===== src/rtl/npc_predictor.sv =====
// npc_predictor
//    Next-PC unit for the IF stage. Holds the architectural fetch PC, predicts
//    the next fetch address from a direct-mapped branch target buffer with
//    2-bit saturating direction counters, resolves JUMP/BRANCH/JR in EX,
//    redirects and flushes on a mispredict, and trains the BTB from EX.
//
// Ports
//    clk            : clock, all state updates on the rising edge
//    rst            : synchronous active-high reset
//    stall          : hold the PC (IF not accepting a new fetch)
//    pc             : current fetch address (registered)
//    pred_taken     : BTB predicts pc is a taken control transfer
//    pred_target    : predicted next PC (BTB target or pc+4)
//    ex_valid       : EX holds a real instruction
//    ex_pc          : PC of the EX instruction
//    ex_npc_op      : 00 SEQ, 01 JUMP, 10 BRANCH, 11 JR
//    ex_imm16       : branch word offset
//    ex_imm26       : jump index
//    ex_reg_target  : register value used by JR
//    ex_cond        : branch condition true
//    ex_pred_target : pred_target that travelled with the EX instruction
//    flush          : squash IF/ID this cycle
module npc_predictor #(
   parameter int unsigned      WIDTH     = 32,
   parameter int unsigned      BTB_DEPTH = 16,
   parameter logic [WIDTH-1:0] RESET_PC  = 32'h0000_3000
) (
   input  logic             clk,
   input  logic             rst,
   input  logic             stall,
   output logic [WIDTH-1:0] pc,
   output logic             pred_taken,
   output logic [WIDTH-1:0] pred_target,
   input  logic             ex_valid,
   input  logic [WIDTH-1:0] ex_pc,
   input  logic [1:0]       ex_npc_op,
   input  logic [15:0]      ex_imm16,
   input  logic [25:0]      ex_imm26,
   input  logic [WIDTH-1:0] ex_reg_target,
   input  logic             ex_cond,
   input  logic [WIDTH-1:0] ex_pred_target,
   output logic             flush
);

   localparam int unsigned IDX   = $clog2(BTB_DEPTH);
   localparam int unsigned TAG_W = WIDTH - IDX - 2;

   typedef enum logic [1:0] {
      OP_SEQ    = 2'b00,
      OP_JUMP   = 2'b01,
      OP_BRANCH = 2'b10,
      OP_JR     = 2'b11
   } npc_op_e;

   // BTB storage; only the valid bits are reset
   logic [BTB_DEPTH-1:0] btb_valid;
   logic [TAG_W-1:0]     btb_tag    [BTB_DEPTH];
   logic [WIDTH-1:0]     btb_target [BTB_DEPTH];
   logic [1:0]           btb_ctr    [BTB_DEPTH];

   // IF lookup
   logic [IDX-1:0]   if_idx;
   logic [TAG_W-1:0] if_tag;
   logic             if_hit;

   assign if_idx = pc[IDX+1:2];
   assign if_tag = pc[WIDTH-1:IDX+2];
   assign if_hit = btb_valid[if_idx] && (btb_tag[if_idx] == if_tag);

   assign pred_taken  = !rst && if_hit && btb_ctr[if_idx][1];
   assign pred_target = pred_taken ? btb_target[if_idx] : pc + WIDTH'(4);

   // EX resolution
   npc_op_e          ex_op;
   logic [WIDTH-1:0] ex_pc4;
   logic [WIDTH-1:0] ex_br_off;
   logic [WIDTH-1:0] ex_actual;
   logic             mispredict;

   assign ex_op     = npc_op_e'(ex_npc_op);
   assign ex_pc4    = ex_pc + WIDTH'(4);
   assign ex_br_off = {{(WIDTH-18){ex_imm16[15]}}, ex_imm16, 2'b00};

   always_comb begin
      ex_actual = ex_pc4;
      case (ex_op)
         OP_JUMP:   ex_actual = {ex_pc4[WIDTH-1:28], ex_imm26, 2'b00};
         OP_BRANCH: ex_actual = ex_cond ? ex_pc4 + ex_br_off : ex_pc4;
         OP_JR:     ex_actual = ex_reg_target;
         default:   ex_actual = ex_pc4;
      endcase
   end

   assign mispredict = ex_valid && (ex_actual != ex_pred_target);
   assign flush      = !rst && mispredict;

   // BTB training decision
   logic [IDX-1:0]   ex_idx;
   logic [TAG_W-1:0] ex_tag;
   logic             ex_hit;
   logic [1:0]       ex_ctr;
   logic             wr_en;
   logic             wr_tgt_en;
   logic [1:0]       wr_ctr;

   assign ex_idx = ex_pc[IDX+1:2];
   assign ex_tag = ex_pc[WIDTH-1:IDX+2];
   assign ex_hit = btb_valid[ex_idx] && (btb_tag[ex_idx] == ex_tag);
   assign ex_ctr = btb_ctr[ex_idx];

   // SEQ never trains, even on an aliased mispredict: the redirect fixes it
   always_comb begin
      wr_en     = 1'b0;
      wr_tgt_en = 1'b0;
      wr_ctr    = '0;
      if (ex_valid && !rst) begin
         case (ex_op)
            OP_JUMP, OP_JR: begin
               wr_en     = 1'b1;
               wr_tgt_en = 1'b1;
               wr_ctr    = 2'b11;
            end
            OP_BRANCH: begin
               if (ex_cond) begin
                  wr_en     = 1'b1;
                  wr_tgt_en = 1'b1;
                  if (!ex_hit)
                     wr_ctr = 2'b10;
                  else
                     wr_ctr = (ex_ctr == 2'b11) ? 2'b11 : ex_ctr + 2'd1;
               end else if (ex_hit) begin
                  wr_en  = 1'b1;
                  wr_ctr = (ex_ctr == 2'b00) ? 2'b00 : ex_ctr - 2'd1;
               end
            end
            default: ;
         endcase
      end
   end

   always_ff @(posedge clk) begin
      if (rst)
         btb_valid <= '0;
      else if (wr_en)
         btb_valid[ex_idx] <= 1'b1;
   end

   always_ff @(posedge clk) begin
      if (wr_en) begin
         btb_tag[ex_idx] <= ex_tag;
         btb_ctr[ex_idx] <= wr_ctr;
         if (wr_tgt_en)
            btb_target[ex_idx] <= ex_actual;
      end
   end

   // PC register: redirect overrides stall
   always_ff @(posedge clk) begin
      if (rst)
         pc <= RESET_PC;
      else if (mispredict)
         pc <= ex_actual;
      else if (!stall)
         pc <= pred_target;
   end

endmodule


===== config.mk =====
export PLATFORM = sky130hd
export DESIGN_NAME = npc_predictor
export DESIGN_NICKNAME = d
export VERILOG_FILES = /design/src/rtl/npc_predictor.sv
export SDC_FILE = /design/constraint.sdc
export NUM_CORES = 1
export LEC_CHECK = 0
export ABC_CLOCK_PERIOD_IN_PS = 16600
export CAP_MARGIN = 20
export CORE_ASPECT_RATIO = 1.4
export CORE_UTILIZATION = 30
export CTS_BUF_LIST = sky130_fd_sc_hd__clkbuf_4 sky130_fd_sc_hd__clkbuf_8
export CTS_CLUSTER_DIAMETER = 30
export DETAILED_ROUTE_END_ITERATION = 8
export GPL_TIMING_DRIVEN = 1
export HOLD_SLACK_MARGIN = 0.05
export PLACE_DENSITY = 0.45
export SLEW_MARGIN = 10
export SYNTH_ARGS = -nofsm -noshare
export SYNTH_HDL_FRONTEND = slang
export SYNTH_SLANG_ARGS = --single-unit

===== constraint.sdc =====
create_clock -name clk -period 16.6 [get_ports clk]
set_input_delay 2.49 -clock clk [delete_from_list [all_inputs] [get_ports clk]]
set_output_delay 2.49 -clock clk [all_outputs]
set_load 0.05 [all_outputs]

After elaboration in Yosys (flattened, before gate mapping)

Memories as Yosys holds them, arrays and structs flattened. A register that Yosys moved wholly into a read port is not among the register bits.
Cells that the tools add are included.

Mux-type cells: 36
Divide/modulo/power cells: 0
Magnitude comparators: 3
Shift operators: 0
Equal/unequal tests: 8
Reduce and logical (&&, ||, !) cells: 11
Bitwise operators: 1
Add/subtract/negate cells: 5
Multiply operators: 0

Operator list:

| kind                                                                                | number |
|---|---|
| 32-bit two-way mux                                                                  | 4 |
| 32-bit case mux with 3 select lines                                                 | 1 |
| 32-bit by 3-bit adder with 32-bit output, second input constant                     | 2 |
| 26-bit == test                                                                      | 2 |
| 32-bit adder                                                                        | 1 |
| 32-bit != test                                                                      | 1 |
| 4-bit two-way mux                                                                   | 6 |
| 16-bit OR                                                                           | 1 |
| 1-bit two-way mux                                                                   | 13 |
| 2-bit two-way mux                                                                   | 6 |
| 4-bit by 5-bit less-than comparator with 1-bit output, second input constant        | 2 |
| 1-bit binary-select mux with 4-bit select                                           | 2 |
| 1-bit logical AND                                                                   | 8 |
| 2-bit == test, second input constant                                                | 3 |
| 1-bit demux with 4-bit select                                                       | 1 |
| 4-bit by 1-bit greater-or-equal comparator with 1-bit output, second input constant | 1 |
| 1-bit case mux with 2 select lines                                                  | 2 |
| 2-bit case mux with 2 select lines                                                  | 1 |
| 2-bit by 1-bit adder with 2-bit output, second input constant                       | 1 |
| 2-bit by 1-bit == test with 1-bit output, second input constant                     | 1 |
| 2-bit logical NOT                                                                   | 1 |
| 2-bit by 1-bit != test with 1-bit output, second input constant                     | 1 |
| 2-bit OR reduction                                                                  | 1 |
| 2-bit by 1-bit subtractor with 2-bit output, second input constant                  | 1 |
| 1-bit logical NOT                                                                   | 1 |

Memories: 3
Output and inout bits: 66
Latch bits: 0
Logic and storage cells: 69
RAM bits: 960
Bits in read-only memories: 0
Register bits after elaboration: 48
Bits of input ports: 145

Memories:

| name       | words | bits a word | rd ports | clocked after Yosys merged registers in | wr ports | line | text |
|---|---|---|---|---|---|---|---|
| btb_target | 16    | 32          | 1        | 1                                       | 1        | 58   | `logic [WIDTH-1:0] btb_target [BTB_DEPTH];` |
| btb_tag    | 16    | 26          | 2        | 1                                       | 1        | 57   | `logic [TAG_W-1:0] btb_tag [BTB_DEPTH];` |
| btb_ctr    | 16    | 2           | 2        | 1                                       | 1        | 59   | `logic [1:0] btb_ctr [BTB_DEPTH];` |

Depth between registers and ports, before layout

Depth in word-level cells: 10
Gate-level depth with buffers: 21
Depth with buffers taken out: 18

Worst setup path before layout

Ideal clock, no wire load.

Path kind: in2out
From: input port ex_pc[3]
To: output port flush
Slack: 6429 ps
Stages: 18
Required time: 14110 ps
Arrival time: 7681 ps
Path buffers: 4
Cells stage by stage: clkbuf_1 clkbuf_1 clkbuf_1 inv_1 ha_1 inv_1 fa_1 nand2b_1 a21oi_1 mux2_2 o32ai_1 xnor2_1 o31ai_1 or4b_1 nor4_2 nand4_4 clkbuf_1 and2_1

Cells in the longest elaborated chain, start to end: 7

RTL lines:

| item                                       | line | text |
|---|---|---|
| start, declared                            | 35   | `input logic [WIDTH-1:0] ex_pc,` |
| 32-bit by 3-bit adder with 32-bit output * | 81   | `assign ex_pc4 = ex_pc + WIDTH'(4);` |
| 32-bit adder                               | 88   | `OP_BRANCH: ex_actual = ex_cond ? ex_pc4 + ex_br_off : ex_pc4;` |
| 32-bit two-way mux                         | 88   |  |
| 32-bit case mux with 3 select lines *      | 86   | `case (ex_op)` |
| named net ex_actual[6]                     | 77   | `logic [WIDTH-1:0] ex_actual;` |
| 32-bit != test *                           | 94   | `assign mispredict = ex_valid && (ex_actual != ex_pred_target);` |
| 1-bit logical AND *                        | 94   |  |
| 1-bit logical AND *                        | 95   | `assign flush = !rst && mispredict;` |
| end, declared                              | 42   | `output logic flush` |

Mark *: on every way through the listed nets, which the timed path passes. The rest lies on a longest branch.

Final worst setup path

From: input port ex_pc[11]
To: output port flush

Cells in the longest elaborated chain, start to end: 7

RTL lines:

| item                                       | line |
|---|---|
| 32-bit by 3-bit adder with 32-bit output * | 81 |
| 32-bit adder                               | 88 |
| 32-bit two-way mux                         | 88 |
| 32-bit case mux with 3 select lines *      | 86 |
| 32-bit != test *                           | 94 |
| 1-bit logical AND *                        | 94 |
| 1-bit logical AND *                        | 95 |

Every way passes the cells marked *; elsewhere a longest branch is shown, timed or not.

==> impl_metrics.tcl <==
set metrics [dict create \
    status "finished clean" \
    antenna_violations_before_repair 8 \
    finalPower_mw 6.44 \
    timing.final.setup_violations 0 \
    postRouteAntennaNets 0 \
    cellInternalPower_mw 4.69 \
    fin_worst_skew_ns 0.0802 \
    pwr-share-comb_pct 14.0 \
    clock_insertion_delay_worst_skew_ns 0.90 \
    timing_worst_slew_pin_value_ns 1.09 \
    cts_inserted_buffers 189 \
    cp_cell_sequence "clkdlybuf4s50_1 > nand3_1 > nor3_1 > xnor2_1 > inv_1 > ha_1 > a21oi_1 > o21ai_0 > a22oi_1 > nand3b_1 > xor2_1 > o21ai_0 > o221ai_1 > nor4b_1 > nand4_4 > and2_1 > clkdlybuf4s50_1" \
    routed_len_inst_um 33.2 \
    grt_pass1_wl_um 262000 \
    cts-hold-fix-buffers 0 \
    p_sw_share_pct 27.2 \
    vias 32051 \
    synth_area_sq_mm 0.0495 \
    cts.path.max_buffers 3 \
    design.core.area_sq_mm 0.164 \
    die_w_um 345 \
    setup_repair_after_global_routing_missed_its_margin "false" \
    layout_worst_path_cycle_share_pct 78.1 \
    cts-resized-gates 0 \
    drtIter0Drc 2928 \
    synthesis.yosys.warnings 0 \
    max_freq_mhz 77.1 \
    power.share.sequential_pct 45.1 \
    seq_area_frac_synth_pct 60.4 \
    drc_errors 0 \
    syn-num-nets 3263 \
    critical_path_required_ns 14.11 \
    layout-area-overhead-vs-synth_pct 18.5 \
    power-per-cell-area_mw_per_mm2 110 \
    hold-path-cell-count 1 \
    critical-path-top-delay-family "simple AND/OR/NAND/NOR gates" \
    first_global_vias 32545 \
    finalCriticalPeriod_ns 12.96 \
    report.final.slew_viol_count 0 \
    cp_slowest_stage_delay_ns 0.87 \
    path_class "input port to output pin" \
    arrival_ns 10.47 \
    synth_cell_type_count 88 \
    holdCritStartpoint "btb_valid[11]" \
    ff2ff_path_depth 12 \
    ys_ff_latch 1012 \
    crit_slowest_cell "sky130_fd_sc_hd__clkdlybuf4s50_1" \
    drt_wl_total_um 189000 \
    setup.reg_to_reg.worst_slack_ns 10.67 \
    grt_start_max_net_pins 107 \
    placementRows 176 \
    chipHeight_um 482 \
    holdPathEnd "btb_valid[11]" \
    firstDrtPassIters 6 \
    netlist_instances 3079 \
    die_area_sq_mm 0.167 \
    timing.critical_path.to_type "output pin" \
    place_worst_setup_slack_ns 3.65 \
    report.final.hold_viol_count 0 \
    route.detailed.vias_per_inst 5.65 \
    postSynth.asyncResetShare_pct 0 \
    cts.root.buffer_cell "sky130_fd_sc_hd__clkbuf_8" \
    cp_max_fo 28 \
    globalplace.congestion 0.906 \
    multi_input_logic_area_sq_mm 0.0187 \
    wp_buf_inv 3 \
    cts.htree.levels 4 \
    cts_setup_buffers 0 \
    clock_power_share_pct 40.9 \
    fillerInstances 15551 \
    post_route_cells_drive_above_1_share_pct 27.0 \
    ff_latch_area_sq_mm 0.0299 \
    post_route_setup_tns_ns 0 \
    cp_startpoint_kind "input port" \
    number_of_sinks_driven_by_the_clock_tree 1012 \
    grt.overflow.total 0 \
    tritoncts "yes" \
    nets 3566 \
    postLayoutCoreUtil_pct 35.7 \
    total_leakage_power_nw 18.5 \
    synth_edf_count 960 \
    ys_dominant_reg_cell "sky130_fd_sc_hd__edfxtp_1" \
    power.net_switching_mw 1.75 \
    critical_r2r_capture "pc[1]" \
    maxCapViolCount 0 \
    peakVddDrop_mv 0.0729 \
    timing.hold.worst.class "flop to flop" \
    groute.usage.overall_pct 22.5 \
    finalWorstSetupSlack_ns 3.64 \
    slew-limit-headroom_pct 26.2 \
    top_level_ports 211 \
    place.detailed.hpwl_um 123000 \
    worst_setup_hold_path_clk_slew_ns 0.05 \
    placement.io_buffers 210 \
    initial_core_util_pct 30.2 \
    synth.avg_cell_area_sq_um 16.1 \
]
-- worst reg2reg max path, cell delays in order (launching register included) --
cell and delay (ns):
sky130_fd_sc_hd__dfxtp_4 0.98, sky130_fd_sc_hd__buf_12 0.51, sky130_fd_sc_hd__mux4_2 0.73, sky130_fd_sc_hd__mux2i_1 0.43
sky130_fd_sc_hd__o221ai_1 0.22, sky130_fd_sc_hd__nor4_1 0.64, sky130_fd_sc_hd__o211a_1 0.60, sky130_fd_sc_hd__nand2_4 0.25
sky130_fd_sc_hd__buf_4 0.43, sky130_fd_sc_hd__nor2_1 0.57, sky130_fd_sc_hd__mux2i_1 0.25, sky130_fd_sc_hd__a211oi_1 0.06
sky130_fd_sc_hd__a31o_1 0.20
-- how the worst max path moves through the flow --
| stage | cells after the start | slack, ns | endpoint | startpoint |
|---|---|---|---|---|
| after floorplan | 18 | 6.43 | flush | ex_pc[3] |
| after global placement | 17 | 3.68 | flush | ex_pc[11] |
| after detailed placement | 17 | 3.65 | flush | ex_pc[11] |
| after CTS | 17 | 3.62 | flush | ex_pc[11] |
| after global routing | 17 | 3.33 | flush | ex_pc[11] |
| final | 17 | 3.64 | flush | ex_pc[11] |
-- cell usage after synthesis, types with 25 or more instances --
cell type | instances | area (sq um)
sky130_fd_sc_hd__mux2i_1 | 62 | 621
sky130_fd_sc_hd__nor3_1 | 52 | 260
sky130_fd_sc_hd__clkbuf_1 | 131 | 492
sky130_fd_sc_hd__o21a_1 | 26 | 195
sky130_fd_sc_hd__and3_1 | 34 | 213
sky130_fd_sc_hd__a21oi_1 | 129 | 646
sky130_fd_sc_hd__mux4_2 | 421 | 9480
sky130_fd_sc_hd__ha_1 | 38 | 475
sky130_fd_sc_hd__inv_1 | 59 | 221
sky130_fd_sc_hd__nor2_1 | 134 | 503
sky130_fd_sc_hd__xor2_1 | 41 | 359
sky130_fd_sc_hd__buf_2 | 44 | 220
sky130_fd_sc_hd__a31oi_1 | 27 | 169
sky130_fd_sc_hd__xnor2_1 | 84 | 736
sky130_fd_sc_hd__dfxtp_1 | 52 | 1040
sky130_fd_sc_hd__nor4_1 | 25 | 156
sky130_fd_sc_hd__nand3_1 | 43 | 215
sky130_fd_sc_hd__edfxtp_1 | 960 | 28800
sky130_fd_sc_hd__o21ai_0 | 90 | 450
sky130_fd_sc_hd__nor2b_1 | 25 | 156
sky130_fd_sc_hd__nand2_1 | 157 | 589
sky130_fd_sc_hd__nand4_1 | 54 | 338
-- placed cells by master, fill, tap and decap left out, drive strengths merged, types with 56 or more instances in the layout --
| master | n |
|---|---|
| a21oi | 129 |
| buf | 122 |
| clkbuf | 230 |
| clkdlybuf4s50 | 202 |
| clkinv | 85 |
| edfxtp | 960 |
| inv | 66 |
| mux2i | 62 |
| mux4 | 421 |
| nand2 | 158 |
| nand4 | 56 |
| nor2 | 134 |
| o21ai | 100 |
| xnor2 | 84 |
-- metrics by stage --
step,std cells,hold WS [ns],cell area (sq um)
2_1_floorplan,3079,0.438,49500
3_3_place_gp,5324,0.447,54400
3_5_place_dp,5324,0.460,54400
4_1_cts,5673,0.476,58600
5_1_grt,5677,0.494,58600
6_report,5677,0.478,58600
-- kinds of logic (layout without fill, tap and decap cells) --
group                      after synthesis  after routing  synth area share [%]
adders and majority gates               40             40                  1.02
xor gates and xnor gates               125            125                  2.21
muxes                                  492            492                  20.6
and+or+nand+nor                        618            618                  6.37
AOI/OAI and AO/OA                      515            515                  7.02
other                                    0              1                     0
buffers and inverters                  277            738                  2.37
DFF                                   1012           1012                  60.4
-- layout make-up --
| cell class | count | share of cell area (%) |
|---|---|---|
| antenna | 1 | 0.00427 |
| multi-input combinational | 1790 | 31.9 |
| tap | 2136 | 4.56 |
| sequential | 1012 | 51.0 |
| clock buffer | 228 | 5.01 |
| inverter | 62 | 0.399 |
| clock inverter | 121 | 2.08 |
| timing repair buffer | 327 | 5.09 |
-- power by group through the flow --
stage / Combinational [mW] / Sequential (mW) / Clock, mW
after floorplan: 0.528 / 2.94 / 0
after global placement: 0.906 / 2.95 / 0
after detailed placement: 0.905 / 2.95 / 0
after CTS: 0.908 / 2.90 / 2.70
after global routing: 0.947 / 2.90 / 2.80
final: 0.901 / 2.90 / 2.64
-- layer usage --
layer  track usage (%)  share of wire, %
met2              39.1                50
met3              3.80               6.0
met1              29.2                42
met5                 0            0.0069
met4              5.54               2.2
-- sequential cells by signal, summed over array words and instances (netlist names), named ones only --
| signal | flops |
|---|---|
| btb_target | 512 |
| pc | 32 |
| btb_ctr | 32 |
| btb_valid | 16 |
| btb_tag | 416 |
Power figures use the tool's default switching activity.
